### config.mk
export PLATFORM = sky130hd
export DESIGN_NAME = tinygrev_arbiter
export DESIGN_NICKNAME = d
export VERILOG_FILES = /design/src/rtl/tinygrev_arbiter.sv
export SDC_FILE = /design/constraint.sdc
export NUM_CORES = 1
export LEC_CHECK = 0
export ABC_AREA = 1
export BUFFER_PORTS_ARGS = -buffer_cell sky130_fd_sc_hd__buf_2
export CAP_MARGIN = 20
export CORE_MARGIN = 2
export CORE_UTILIZATION = 44
export DETAILED_ROUTE_END_ITERATION = 7
export PLACE_DENSITY = 0.79
export SLEW_MARGIN = 10
export SYNTH_ARGS = -nofsm -noshare
export SYNTH_HDL_FRONTEND = slang
export SYNTH_SLANG_ARGS = --single-unit
export TNS_END_PERCENT = 20
### constraint.sdc
create_clock -name clock -period 1.62 [get_ports clock]
set_input_delay 0.081 -clock clock [delete_from_list [all_inputs] [get_ports clock]]
set_output_delay 0.081 -clock clock [all_outputs]
set_load 0.01 [all_outputs]
### src/rtl/tinygrev_arbiter.sv
// -----------------------------------------------------------------------------
// tinygrev_arbiter
//   Shares one multi-cycle tinygrev unit between NREQ requesters. Requests are
//   picked round-robin in IDLE, issued to the unit with a one-cycle start
//   pulse, and the unit result (or a watchdog timeout) is returned on the
//   granted requester's response channel. After reset, and after a timeout,
//   the block sits in FLUSH for TIMEOUT cycles so a late grev_done from an
//   abandoned operation can never be taken as a fresh result.
//
// Ports
//   clock, resetn       clock; synchronous active-low reset
//   req_valid/ready     per-requester request handshake (ready one-hot or 0)
//   req_rs1, req_rs2    packed operands: requester i at [32*i+:32] / [5*i+:5]
//   rsp_valid/ready     per-requester response handshake (valid one-hot or 0)
//   rsp_rd, rsp_err     shared result; err=1 means timed out and rd=0
//   grev_start          one-cycle start pulse to the unit
//   grev_rs1, grev_rs2  operands to the unit, stable from start until done
//   grev_rd, grev_done  unit result and completion strobe
//   busy                1 in every state except IDLE
// -----------------------------------------------------------------------------
module tinygrev_arbiter #(
  parameter int NREQ    = 2,
  parameter int TIMEOUT = 64
) (
  input  logic                 clock,
  input  logic                 resetn,
  input  logic [NREQ-1:0]      req_valid,
  output logic [NREQ-1:0]      req_ready,
  input  logic [NREQ*32-1:0]   req_rs1,
  input  logic [NREQ*5-1:0]    req_rs2,
  output logic [NREQ-1:0]      rsp_valid,
  input  logic [NREQ-1:0]      rsp_ready,
  output logic [31:0]          rsp_rd,
  output logic                 rsp_err,
  output logic                 grev_start,
  output logic [31:0]          grev_rs1,
  output logic [4:0]           grev_rs2,
  input  logic [31:0]          grev_rd,
  input  logic                 grev_done,
  output logic                 busy
);

  localparam int GW = (NREQ > 1) ? $clog2(NREQ) : 1;
  localparam int CW = (TIMEOUT > 1) ? $clog2(TIMEOUT) : 1;

  typedef logic [GW-1:0] idx_t;
  typedef logic [GW:0]   sum_t;
  typedef logic [CW-1:0] cnt_t;

  localparam sum_t NREQ_W   = sum_t'(NREQ);
  localparam idx_t LAST_IDX = idx_t'(NREQ - 1);
  localparam cnt_t CNT_LAST = cnt_t'(TIMEOUT - 1);

  typedef enum logic [2:0] {
    S_FLUSH,
    S_IDLE,
    S_ISSUE,
    S_WAIT,
    S_RESP
  } state_t;

  state_t      r_state;
  cnt_t        r_cnt;
  idx_t        r_ptr;
  idx_t        r_grant;
  logic        r_start;
  logic [31:0] r_rs1;
  logic [4:0]  r_rs2;
  logic [31:0] r_rd;
  logic        r_err;

  state_t      w_next_state;
  logic        w_found;
  idx_t        w_pick;
  sum_t        w_sum;
  logic [31:0] w_pick_rs1;
  logic [4:0]  w_pick_rs2;
  logic        w_accept;
  logic        w_cnt_clr;
  logic        w_cnt_inc;
  logic        w_cap_done;
  logic        w_cap_tmo;
  logic        w_rsp_hs;

  // Round-robin pick: first valid requester at or after r_ptr, wrapping.
  // NOTE: every combinational output gets a default before any branch, so no
  // path leaves a value unassigned and no latch is inferred.
  always_comb begin
    w_found    = 1'b0;
    w_pick     = '0;
    w_sum      = '0;
    w_pick_rs1 = '0;
    w_pick_rs2 = '0;
    for (int k = 0; k < NREQ; k++) begin
      w_sum = {1'b0, r_ptr} + sum_t'(k);
      if (w_sum >= NREQ_W) w_sum = w_sum - NREQ_W;
      if (!w_found && req_valid[w_sum[GW-1:0]]) begin
        w_found = 1'b1;
        w_pick  = w_sum[GW-1:0];
      end
    end
    for (int i = 0; i < NREQ; i++) begin
      if (w_pick == idx_t'(i)) begin
        w_pick_rs1 = req_rs1[32*i +: 32];
        w_pick_rs2 = req_rs2[5*i +: 5];
      end
    end
  end

  // Handshake outputs decode from state. req_ready is also gated by resetn so
  // a request coinciding with reset is visibly not accepted.
  always_comb begin
    req_ready = '0;
    rsp_valid = '0;
    for (int i = 0; i < NREQ; i++) begin
      req_ready[i] = resetn && (r_state == S_IDLE) && w_found && (w_pick == idx_t'(i));
      rsp_valid[i] = (r_state == S_RESP) && (r_grant == idx_t'(i));
    end
  end

  assign w_rsp_hs = rsp_ready[r_grant];

  // Next-state and datapath strobes.
  always_comb begin
    w_next_state = r_state;
    w_accept     = 1'b0;
    w_cnt_clr    = 1'b0;
    w_cnt_inc    = 1'b0;
    w_cap_done   = 1'b0;
    w_cap_tmo    = 1'b0;
    case (r_state)
      S_FLUSH: begin
        // grev_done is deliberately ignored while draining.
        if (r_cnt == CNT_LAST) begin
          w_next_state = S_IDLE;
          w_cnt_clr    = 1'b1;
        end else begin
          w_cnt_inc = 1'b1;
        end
      end
      S_IDLE: begin
        if (w_found) begin
          w_accept     = 1'b1;
          w_next_state = S_ISSUE;
        end
      end
      S_ISSUE: begin
        w_next_state = S_WAIT;
        w_cnt_clr    = 1'b1;
      end
      S_WAIT: begin
        // A completion in the last watchdog cycle still counts as success.
        if (grev_done) begin
          w_cap_done   = 1'b1;
          w_next_state = S_RESP;
        end else if (r_cnt == CNT_LAST) begin
          w_cap_tmo    = 1'b1;
          w_next_state = S_RESP;
        end else begin
          w_cnt_inc = 1'b1;
        end
      end
      S_RESP: begin
        if (w_rsp_hs) begin
          // After a timeout the unit may still finish; drain it first.
          w_next_state = r_err ? S_FLUSH : S_IDLE;
          w_cnt_clr    = r_err;
        end
      end
      default: begin
        w_next_state = S_FLUSH;
        w_cnt_clr    = 1'b1;
      end
    endcase
  end

  // NOTE: clocked state uses non-blocking assignments so every register
  // samples pre-edge values regardless of process ordering.
  always_ff @(posedge clock) begin
    if (!resetn) r_state <= S_FLUSH;
    else         r_state <= w_next_state;
  end

  always_ff @(posedge clock) begin
    if (!resetn) begin
      r_cnt   <= '0;
      r_ptr   <= '0;
      r_grant <= '0;
      r_start <= 1'b0;
      r_rs1   <= '0;
      r_rs2   <= '0;
      r_rd    <= '0;
      r_err   <= 1'b0;
    end else begin
      if (w_cnt_clr)      r_cnt <= '0;
      else if (w_cnt_inc) r_cnt <= r_cnt + 1'b1;

      // High only in the ISSUE cycle that follows an accept.
      r_start <= w_accept;

      if (w_accept) begin
        r_grant <= w_pick;
        r_rs1   <= w_pick_rs1;
        r_rs2   <= w_pick_rs2;
        r_ptr   <= (w_pick == LAST_IDX) ? '0 : w_pick + 1'b1;
      end

      if (w_cap_done) begin
        r_rd  <= grev_rd;
        r_err <= 1'b0;
      end else if (w_cap_tmo) begin
        r_rd  <= '0;
        r_err <= 1'b1;
      end
    end
  end

  assign grev_start = r_start;
  assign grev_rs1   = r_rs1;
  assign grev_rs2   = r_rs2;
  assign rsp_rd     = r_rd;
  assign rsp_err    = r_err;
  assign busy       = (r_state != S_IDLE);

endmodule

Word-level counts from Yosys, hierarchy flattened
Cells that the tools add are included.
{"block": "classes", "n_addsub": 5, "n_eq_ne": 10, "muxes": 36, "magnitude_cmp": 5, "n_bitwise": 3, "n_reduce_logical": 14}
{"cell": "32-bit 2-to-1 mux", "n": 3}
{"cell": "1-bit 2-to-1 mux", "n": 24}
{"cell": "3-bit 2-to-1 mux", "n": 5}
{"cell": "3-bit case mux with 5 select lines", "n": 1}
{"cell": "1-bit logical AND", "n": 7}
{"cell": "6-bit by 1-bit adder with 6-bit output, second input constant", "n": 1}
{"cell": "3-bit by 2-bit == test with 1-bit output, second input constant", "n": 2}
{"cell": "6-bit == test, second input constant", "n": 1}
{"cell": "1-bit by 2-bit less-than comparator with 1-bit output, second input constant", "n": 3}
{"cell": "2-bit inequality test, second input constant", "n": 3}
{"cell": "2-bit OR reduction", "n": 3}
{"cell": "5-bit 2-to-1 mux", "n": 1}
{"cell": "4-bit AND reduction", "n": 1}
{"cell": "3-bit by 1-bit == test with 1-bit output, second input constant", "n": 1}
{"cell": "3-bit == test, second input constant", "n": 1}
{"cell": "3-bit logical NOT", "n": 1}
{"cell": "3-bit by 1-bit inequality test with 1-bit output, second input constant", "n": 1}
{"cell": "3-bit inequality test, second input constant", "n": 1}
{"cell": "1-bit inverter", "n": 3}
{"cell": "1-bit case mux with 3 select lines", "n": 1}
{"cell": "1-bit by 1-bit adder with 2-bit output, second input constant", "n": 1}
{"cell": "1-bit by 2-bit greater-or-equal comparator with 1-bit output, second input constant", "n": 1}
{"cell": "2-bit greater-or-equal comparator, second input constant", "n": 1}
{"cell": "1-bit case mux with 2 select lines", "n": 1}
{"cell": "4 further kinds", "n": 5}
{"block": "totals", "in_bits": 113, "regBits": 82, "out_inout_bits": 76, "elab_cells": 82}

Logic depth before layout (Yosys ltp)
{"block": "depth", "ltp_word": 10, "ltp_mapped": 9, "depth_no_buf": 8}

Least setup slack after synthesis
Ideal clock, no wire load.
{"block": "synth_timing", "path_kind": "register to register", "start": "register r_cnt[0]", "end": "register r_rd[10] (netlist: rsp_rd[10])", "path_stages_with_launch": 8, "setup_time_ns": 0.132, "path_slack_ns": 0.153, "required_ns": 1.488, "period_less_slack_ns": 1.467, "n_path_buf": 1, "t_arrival_ns": 1.335, "path_cell_list": "dfxtp_1 > ha_1 > nand3_1 > nor3_2 > o21ai_2 > clkbuf_1 > nand2_1 > a21oi_1"}
{"block": "synth_between", "elab_chain_cells": 5}
{"element": "start: declaration", "line_no": "63", "text": "cnt_t r_cnt;"}
{"element": "start signal: assignment", "line_no": "196", "text": "else if (w_cnt_inc) r_cnt <= r_cnt + 1'b1;"}
{"element": "6-bit == test", "line_no": "156", "text": "end else if (r_cnt == CNT_LAST) begin"}
{"element": "1-bit 2-to-1 mux", "line_no": "156"}
{"element": "1-bit 2-to-1 mux", "line_no": "153", "text": "if (grev_done) begin"}
{"element": "1-bit 2-to-1 mux", "line_no": "131", "text": "case (r_state)"}
{"element": "2-bit nonzero test (no line)"}
{"element": "end signal: assignment", "line_no": "209", "text": "r_rd <= grev_rd;"}
{"element": "end: declaration", "line_no": "69", "text": "logic [31:0] r_rd;"}
No other way between the ends.
A chain may end at the register's enable or synchronous reset.

Worst setup path after layout
{"block": "layout_timing", "start": "register r_state[2]", "end": "register r_rs1[12] (netlist: grev_rs1[12])"}
{"block": "layout_between", "elab_chain_cells": 2}
{"element": "start: declaration", "line_no": "62", "text": "state_t r_state;"}
{"element": "start signal: assignment", "line_no": "181", "text": "else r_state <= w_next_state;"}
{"element": "3-bit by 1-bit == test with 1-bit output", "line_no": "131"}
{"element": "1-bit 2-to-1 mux", "line_no": "131"}
{"element": "end signal: assignment", "line_no": "203", "text": "r_rs1 <= w_pick_rs1;"}
{"element": "end: declaration", "line_no": "67", "text": "logic [31:0] r_rs1;"}
No other way between the ends.

==> flow_metrics.tcl <==
set metrics [dict create \
    floorplan.core_area_um2 7250 \
    post_dp_cell_area_um2 4360 \
    synth.area.top_cells "dfxtp_1 50%, nand2_1 19%, nand3_1 12%, a21oi_1 5.9%, inv_1 1.7%" \
    dieWidth_um 90.7 \
    drive_above_1_share 0.328 \
    synthesized_net_count 561 \
    largest_net_degree_at_the_start_of_global_routing 42 \
    post_synth_and_or_nand_nor_area_fraction 0.347 \
    synth_compound_gate_area_share 0.0753 \
    detailedPlace.worstSlack_ns 0.0728 \
    worst_setup_path_end_kind "flop" \
    synth_mux_area_frac 0 \
    netlist-cell-type-count 27 \
    initial_utilization 0.456 \
    skew_final_ns 0.0130 \
    synth_area_um2 3310 \
    portBuffers 188 \
    p_sw_frac 0.246 \
    final_util 0.807 \
    power-per-cell-area_nw_per_um2 689 \
    timing.hold.worst.start "grev_done" \
    detail_route.drc_violations 0 \
    fin_crit_ns 1.55 \
    cts.reportedPaths.clkPinSlew_ns 0.10 \
    worstReg2RegEnd "grev_rs1[12]" \
    dr.pass1.iters 8 \
    worst_pin_slew_ns 0.457 \
    antenna_found_initial 0 \
    finalNetCount 867 \
    detail_route.vias_per_cell 5.26 \
    total_leakage_power_nw 2.80 \
    die_y_um 90.7 \
    cell_internal_pwr_mw 3.04 \
    h-tree-depth 3 \
    wl_per_cell_um 16.3 \
    hpwlAfterDp_um 7080 \
    syn-mean-instance-area_um2 7.40 \
    maxCapViolations 0 \
    grt_usage 0.337 \
    globalplace.congestion 0.855 \
    clkPwrFrac 0.392 \
    yosysTopAreaCell "dfxtp_1" \
    setup_ws_ns 0.0725 \
    rr_startpoint "r_state[2]" \
    layout.cells.most_common "buf_2" \
    min-delay-path-class "in2reg" \
    p_total_mw 4.03 \
    area_growth_from_synthesis_to_layout_pct 77.0 \
    final_cell_area_um2 5850 \
    max-vdd-ir-drop_uv 479 \
    start_kind "flop" \
    postSynthCellCount 447 \
    fraction_of_synthesized_cell_area_in_xor_and_xnor_cells 0.0132 \
    first_global_vias 4586 \
    worstSetupPathType "reg2reg" \
    row_count 31 \
    cts_inserted_buffers 9 \
    r2r_slack_ns 0.07 \
    cp_data_arrival_time_ns 1.84 \
    reg2reg_depth 9 \
    warning_count_from_the_yosys_run 0 \
    achievable-frequency_mhz 646 \
    fraction_of_post_synthesis_cell_area_in_the_top_cell_type_by_area 0.497 \
    drc_marker_count_from_the_first_detailed_route_iteration 282 \
    synth_top_family_by_area "simple AND/OR/NAND/NOR gates" \
    first_pass_grt_wire_length_um 22300 \
    ant_nets 0 \
    power_frac_comb 0.105 \
    path_max_fanout 11 \
    worst_slew_margin_rel 0.695 \
    ys_seq_elements 82 \
    outcome "completed" \
    fp.dieArea_um2 8220 \
    final.period_utilization 0.955 \
    route.vias.total 4515 \
    cts.root.buffer_cell "clkbuf_8" \
    setup-tns-final_ns 0 \
    finalHoldViolations 0 \
    finalWirelength_um 14000 \
    required_time_reported_for_the_critical_path_endpoint_ns 1.91 \
    mostFrequentLayoutCells "187 x buf_2, 167 x nand2_1, 106 x dlygate4sd3_1, 81 x nand3_1, 79 x dfxtp_1" \
    worst_hold_path.num_cells 4 \
    post_synth_fa_ha_maj_area_fraction 0.00379 \
    worst_skew_pair.late_latency_ns 0.36 \
    hold_path_end "rsp_err" \
    seqPwrFrac 0.503 \
    clk_path_buf_depth 2 \
    timing_max_transition_violations_final 0 \
    synth_seq_area_share 0.497 \
    gr-total-overflow 0 \
    netSwitchingPower_uw 993 \
    worst_setup_path_startpoint "r_state[2]" \
    num_io_pins 189 \
    tritoncts "yes" \
    count_of_endpoints_failing_setup_in_the_final_report 0 \
    numClockSinks 82 \
]
metal layers:
layer  track usage  part of all wire  wire length, um
met3        0.0960             0.096             1350
met5             0                 0                0
met2         0.570              0.49             6840
met4         0.192             0.049              687
met1         0.380              0.37             5150
cell usage after synthesis, drive strengths merged:
| master | n |
|---|---|
| nor3b | 1 |
| ha | 1 |
| nand2 | 170 |
| o22ai | 1 |
| dfxtp | 82 |
| xnor2 | 1 |
| nor2 | 10 |
| a22oi | 1 |
| buf | 16 |
| nor3 | 2 |
| o21bai | 1 |
| xor2 | 4 |
| a21boi | 1 |
| o21ai | 2 |
| nand3 | 81 |
| inv | 19 |
| a21oi | 39 |
| o21a | 1 |
| clkbuf | 10 |
| nand4 | 4 |
flip-flops by register name (all words and copies together) (netlist names):
| name | count |
|---|---|
| rsp_err | 1 |
| rsp_rd | 32 |
| r_grant | 1 |
| grev_rs2 | 5 |
| r_cnt | 6 |
| grev_rs1 | 32 |
| r_ptr | 1 |
| grev_start | 1 |
| r_state | 3 |
cell families after synthesis:
| group | after synthesis |
|---|---|
| and+or+nand+nor | 268 |
| DFF | 82 |
| AOI/OAI and AO/OA | 46 |
| buffers and inverters | 45 |
| xor gates and xnor gates | 5 |
| adders and majority gates | 1 |
worst max-delay path: stages (launching register included):
cell       delay, ns
dfxtp_2         0.34
inv_2           0.07
nand2_4         0.05
nor2_4          0.14
o21ai_4         0.09
nor3_4          0.18
buf_4           0.17
bufbuf_16       0.27
nand2_1         0.06
nand3_1         0.11
worst max path at each step:
stage	slack (ns)	cells past startpoint	to
CTS	-0.03	7	req_ready[0]
global route	-0.01	9	grev_rs1[12]
global placement	0.16	7	rsp_rd[11]
detailed placement	0.07	7	rsp_rd[26]
finish	0.07	9	grev_rs1[12]
floorplan	0.15	7	rsp_rd[10]
cell type report:
| cell class | instances | area (um^2) |
|---|---|---|
| antenna | 1 | 2.50 |
| clock buffer | 9 | 124 |
| clock inverter | 7 | 83.8 |
| fill | 438 | 1400 |
| inverter | 19 | 71.3 |
| multi-input combinational | 320 | 1490 |
| sequential | 82 | 1650 |
| tap | 99 | 124 |
| timing repair buffer | 321 | 2310 |
power by group through the flow:
stage               Sequential, mW  Clock, mW  Combinational [mW]
floorplan                     2.07          0              0.0463
global placement              2.07          0               0.192
detailed placement            2.07          0               0.194
CTS                           2.03       1.58               0.394
global route                  2.03       1.68               0.448
finish                        2.03       1.58               0.422
stage by stage:
stage               std cells  hold WS, ns
floorplan                 447        0.194
global placement          719        0.278
detailed placement        719        0.284
CTS                       851       0.0374
global route              857       0.0824
finish                    858       0.0491
timing repair:
item	CTS	global route
resized for setup	8	5
hold buffers	106	0
endpoints found under the setup margin	2	74
hold endpoints to repair	69	0
setup buffers	8	6
pin swaps	3	3
cloned	2	0
(Power assumes the default switching activity.)
